--- src/rtl/serial_addsub.sv ---
// Bit-serial adder/subtractor: LSB-first ripple through a single full adder.
// Result, carry-out and overflow are registered once the MSB has been processed.
module serial_addsub #(
    parameter int WIDTH = 3
) (
    input  logic           clk,
    input  logic           reset,
    input  logic           start,
    input  logic [WIDTH:0] A,
    input  logic [WIDTH:0] B,
    input  logic           Sub,
    output logic           busy,
    output logic           done,
    output logic [WIDTH:0] S,
    output logic           Cout,
    output logic           Ovf
);

    localparam int CW = (WIDTH < 1) ? 1 : $clog2(WIDTH + 1);

    typedef enum logic [1:0] {
        IDLE,
        SHIFT,
        DONE
    } state_t;

    state_t          state_q;
    logic [WIDTH:0]  a_q;
    logic [WIDTH:0]  b_q;
    logic [WIDTH-1:0] r_q;
    logic            c_q;
    logic [CW-1:0]   cnt_q;
    logic            busy_q;
    logic            done_q;
    logic [WIDTH:0]  s_q;
    logic            cout_q;
    logic            ovf_q;

    logic            sum_d;
    logic            carry_d;
    logic            last_d;
    logic [WIDTH:0]  r_d;

    // Full adder on the current LSBs plus the result word after this bit
    always_comb begin
        sum_d   = a_q[0] ^ b_q[0] ^ c_q;
        carry_d = (a_q[0] & b_q[0]) | (a_q[0] & c_q) | (b_q[0] & c_q);
        last_d  = (cnt_q == CW'(WIDTH));
        r_d     = {sum_d, r_q};
    end

    // Control FSM with datapath and registered outputs
    always_ff @(posedge clk or posedge reset) begin
        if (reset) begin
            state_q <= IDLE;
            a_q     <= '0;
            b_q     <= '0;
            r_q     <= '0;
            c_q     <= 1'b0;
            cnt_q   <= '0;
            busy_q  <= 1'b0;
            done_q  <= 1'b0;
            s_q     <= '0;
            cout_q  <= 1'b0;
            ovf_q   <= 1'b0;
        end else begin
            unique case (state_q)
                IDLE: begin
                    done_q <= 1'b0;
                    if (start) begin
                        a_q     <= A;
                        b_q     <= B;
                        c_q     <= Sub;
                        cnt_q   <= '0;
                        busy_q  <= 1'b1;
                        state_q <= SHIFT;
                    end
                end
                SHIFT: begin
                    a_q   <= a_q >> 1;
                    b_q   <= b_q >> 1;
                    r_q   <= r_d[WIDTH:1];
                    c_q   <= carry_d;
                    cnt_q <= cnt_q + CW'(1);
                    if (last_d) begin
                        // c_q is the carry into the MSB here
                        s_q     <= r_d;
                        cout_q  <= carry_d;
                        ovf_q   <= c_q ^ carry_d;
                        done_q  <= 1'b1;
                        state_q <= DONE;
                    end
                end
                DONE: begin
                    done_q  <= 1'b0;
                    busy_q  <= 1'b0;
                    state_q <= IDLE;
                end
                default: begin
                    done_q  <= 1'b0;
                    busy_q  <= 1'b0;
                    state_q <= IDLE;
                end
            endcase
        end
    end

    assign busy = busy_q;
    assign done = done_q;
    assign S    = s_q;
    assign Cout = cout_q;
    assign Ovf  = ovf_q;

endmodule

--- config.mk ---
export PLATFORM = sky130hd
export DESIGN_NAME = serial_addsub
export DESIGN_NICKNAME = d
export VERILOG_FILES = /design/src/rtl/serial_addsub.sv
export SDC_FILE = /design/constraint.sdc
export NUM_CORES = 1
export LEC_CHECK = 0
export CORE_ASPECT_RATIO = 0.75
export CORE_MARGIN = 2
export CORE_UTILIZATION = 50
export DETAILED_ROUTE_END_ITERATION = 7
export GPL_ROUTABILITY_DRIVEN = 0
export PLACE_DENSITY = 0.8
export SLEW_MARGIN = 30
export SYNTH_ARGS = -nofsm -noshare
export SYNTH_HDL_FRONTEND = slang
export SYNTH_SLANG_ARGS = --single-unit
--- constraint.sdc ---
create_clock -name clk -period 1.7 [get_ports clk]
set_clock_uncertainty 0.15 [all_clocks]
set_input_delay 0.425 -clock clk [delete_from_list [all_inputs] [get_ports clk]]
set_output_delay 0.425 -clock clk [all_outputs]
set_load 0.02 [all_outputs]
==> impl_metrics.xml <==
<?xml version="1.0" encoding="UTF-8"?>
<metrics>
  <group name="outcome">
    <metric name="outcome" unit="">complete, no violations</metric>
  </group>
  <group name="timing">
    <metric name="fin_crit_sh" unit="%">95.74</metric>
    <metric name="final-hold-violation-count" unit="">0</metric>
    <metric name="setup_viol" unit="">0</metric>
    <metric name="sum_of_negative_setup_slack" unit="ps">0</metric>
    <metric name="final_period_minus_worst_setup_slack" unit="ps">1628</metric>
    <metric name="rsz_0062_raised_after_global_routing" unit="">no</metric>
    <metric name="fmaxAchievable" unit="GHz">0.6144</metric>
    <metric name="pins_over_slew_limit" unit="">0</metric>
    <metric name="worst_pin_slew" unit="ps">349.6</metric>
    <metric name="timing.final.ws_setup" unit="ps">72.36</metric>
    <metric name="max-slew-margin-rel" unit="%">76.69</metric>
  </group>
  <group name="worst_setup_path">
    <metric name="crit_path_max_fo" unit="">3</metric>
    <metric name="critPathCaptureType" unit="">flop</metric>
    <metric name="path_type_of_the_worst_setup_path" unit="">reg2reg</metric>
    <metric name="crit_arrival" unit="ps">1700</metric>
    <metric name="critical_path.slowest_cell" unit="">sky130_fd_sc_hd__fa_1</metric>
    <metric name="cp_cell_sequence" unit="">fa_1, xor2_1, mux2_2</metric>
    <metric name="critical_path.max_stage_delay" unit="ps">510</metric>
    <metric name="cp_data_required_time" unit="ps">1770</metric>
    <metric name="timing.critical_path.from_type" unit="">flop</metric>
  </group>
  <group name="global_route">
    <metric name="grt_util_all_layers" unit="%">18.88</metric>
    <metric name="antenna_found_initial" unit="">0</metric>
    <metric name="grt_start_max_net_pins" unit="">25</metric>
    <metric name="grt_first_pass_wirelength" unit="um">3477</metric>
    <metric name="via_count_of_the_first_global_routing_pass" unit="">715</metric>
    <metric name="globalRoute.totalOverflow" unit="">0</metric>
  </group>
  <group name="logic_synthesis">
    <metric name="yosysWarningCount" unit="">0</metric>
    <metric name="synth.distinct_cells" unit="">27</metric>
    <metric name="syn_area_per_cell" unit="sq um">13.11</metric>
    <metric name="seq_area_frac_synth" unit="%">54.55</metric>
    <metric name="synth_area" unit="sq um">1101</metric>
    <metric name="syn-num-nets" unit="">98</metric>
    <metric name="syn-instance-count" unit="">84</metric>
    <metric name="synth.ff_latch_count" unit="">24</metric>
  </group>
  <group name="cells_and_area">
    <metric name="drive_above_1_share" unit="%">25.23</metric>
    <metric name="design_area" unit="sq um">1381</metric>
    <metric name="area_growth_syn_to_layout" unit="%">25.45</metric>
    <metric name="nNetsFinal" unit="">126</metric>
    <metric name="postLayoutCoreUtil" unit="%">67.40</metric>
    <metric name="antennaDiodeCount" unit="">0</metric>
    <metric name="layout.filler_cells" unit="">156</metric>
  </group>
  <group name="clocking">
    <metric name="clock_sinks" unit="">24</metric>
    <metric name="cts-buffers-inserted" unit="">3</metric>
    <metric name="hold_buffers" unit="">0</metric>
    <metric name="clk_pin_slew_worst_paths" unit="ps">120</metric>
    <metric name="clock_latency" unit="ps">320</metric>
    <metric name="clock_tree.htree_level_count" unit="">1</metric>
    <metric name="root_buffer" unit="">sky130_fd_sc_hd__clkbuf_4</metric>
    <metric name="cts_tree" unit="">built</metric>
    <metric name="max-clock-path-buffers" unit="">2</metric>
  </group>
  <group name="power">
    <metric name="worst_ir_drop_vdd" unit="mV">1.046</metric>
    <metric name="standby_leakage_power" unit="uW">0.0006466</metric>
    <metric name="pwr_density_cell" unit="nW/um^2">1857</metric>
  </group>
  <group name="die">
    <metric name="core_area" unit="sq um">2049</metric>
    <metric name="floorplan.initialDensity" unit="%">53.72</metric>
    <metric name="io_pins" unit="">20</metric>
    <metric name="floorplan.die_area" unit="sq um">2597</metric>
    <metric name="chipWidth" unit="um">58.19</metric>
    <metric name="std_cell_rows" unit="">14</metric>
    <metric name="die_height" unit="um">44.64</metric>
  </group>
  <group name="drt">
    <metric name="route.antenna.remaining_nets" unit="">0</metric>
    <metric name="routed_wirelength" unit="um">2028</metric>
    <metric name="dr.first_iter.drc_count" unit="">12</metric>
    <metric name="detailed_route_via_count" unit="">743</metric>
    <metric name="routedWlPerCell" unit="um">15.02</metric>
    <metric name="viasPerCell" unit="">5.504</metric>
    <metric name="drc" unit="">0</metric>
    <metric name="drt-pass1-iter-count" unit="">4</metric>
  </group>
  <group name="place">
    <metric name="io_buffers" unit="">19</metric>
    <metric name="place_area" unit="sq um">1355</metric>
    <metric name="dp_hpwl" unit="um">1527</metric>
    <metric name="place_ws" unit="ps">-142.6</metric>
  </group>
  <group name="worst_hold_path">
    <metric name="worstHoldPathType" unit="">in2async</metric>
  </group>
  <group name="job">
    <metric name="cap_viol_max_count" unit="">0</metric>
  </group>
</metrics>
[critical path: cells and delay by family (launching register included)]
kind	cells	cell delay, ps
adder cells (fa/ha/maj)	1	510
XOR/XNOR	1	190
flip-flops	1	430
multiplexers	1	260
[stage by stage]
stage / instances / power, uW / hold WS (ps)
final: 135 / 2565 / 283.7
after global routing: 135 / 2763 / 306.6
after CTS: 135 / 2599 / 289.2
after detailed placement: 131 / 2368 / 331.9
after global placement: 131 / 2316 / 337.2
after floorplan: 84 / 1889 / 289.6
[what timing repair did]
item	in CTS	in global routing
endpoints found under the setup margin	8	0
buffers inserted	0	0
hold endpoints to repair	0	0
resized for setup	8	0
[cell type report]
class	instances	area, sq um	area share [%]
multi-input cells	48	440.4	31.88
clock buffers	4	36.28	2.627
inverters	7	26.28	1.902
flip-flops and latches	24	600.6	43.48
repair buffers	28	247.7	17.93
well taps	24	30.03	2.174
[final timing paths]
path	slack [ps]	from	cells after the start	end
max	70	a_q[0]	3	Ovf
min reg2reg	350	cnt_q[0]	1	cnt_q[0]
min in group clk	350	cnt_q[0]	1	cnt_q[0]
max in group asynchronous	880	reset	3	b_q[3]
max reg2reg	70	a_q[0]	3	Ovf
min	280	reset	3	S[2]
[sequential cells by signal (all words and copies together) (netlist names)]
register  cells
r_q           3
busy          1
S             4
b_q           4
a_q           4
done          1
state_q       2
cnt_q         2
Ovf           1
c_q           1
Cout          1
[layout by cell type, fill, tap and decap left out, types with 3 or more instances in the layout]
master,count
sky130_fd_sc_hd__buf_4,9
sky130_fd_sc_hd__mux2_2,9
sky130_fd_sc_hd__nor2_1,6
sky130_fd_sc_hd__dlygate4sd2_1,8
sky130_fd_sc_hd__dfrtp_1,24
sky130_fd_sc_hd__inv_1,7
sky130_fd_sc_hd__nor4b_1,4
sky130_fd_sc_hd__or4b_1,3
sky130_fd_sc_hd__o221a_2,3
sky130_fd_sc_hd__clkdlybuf4s50_1,11
sky130_fd_sc_hd__clkbuf_4,3
sky130_fd_sc_hd__a221oi_1,4
[metal layers]
layer	global-route usage [%]	part of all wire, %	vias to the layer above
met5	0	0	-
met4	8.372	1.4	0
met3	5.556	4.5	4
met2	28.41	45	17
met1	25.62	49	358
li1	-	-	364
[power breakdown]
part / internal (uW) / total (uW) / switching, uW / leakage, uW
clock network: 131 / 294 / 163 / 0.0000210
logic: 664 / 1240 / 574 / 0.000338
registers: 849 / 1030 / 183 / 0.000287
total: 1640 / 2570 / 921 / 0.000647
[kinds of logic (layout without fill, tap and decap cells)]
logic type	Yosys count	in the layout	share of synthesized area (%)
flops	24	24	54.55
simple gates	21	21	15.00
compound gates	14	14	11.14
buf+inv	12	39	5.455
mux	10	10	10.11
fa+ha+maj	2	2	2.954
xor+xnor	1	1	0.7956
[cell usage after synthesis, drive strengths merged]
master,count,area (sq um)
dfrtp,24,600.6
mux2,9,101.4
inv,7,26.28
nor2,6,22.52
a221oi,4,35.03
buf,4,28.78
nor4b,4,35.03
o221a,3,33.78
or4b,3,30.03
a211o,2,17.52
a21oi,2,10.01
nand2b,2,12.51
nor3b,2,15.01
a22o,1,8.760
and2b,1,7.510
and4bb,1,12.51
clkbuf,1,5.000
fa,1,20.02
ha,1,12.51
mux2i,1,10.01
nand3b,1,20.02
nor4bb,1,10.01
o21ba,1,10.01
o21bai,1,7.510
xor2,1,8.760
No activity file was read; power rests on OpenSTA's default activity.
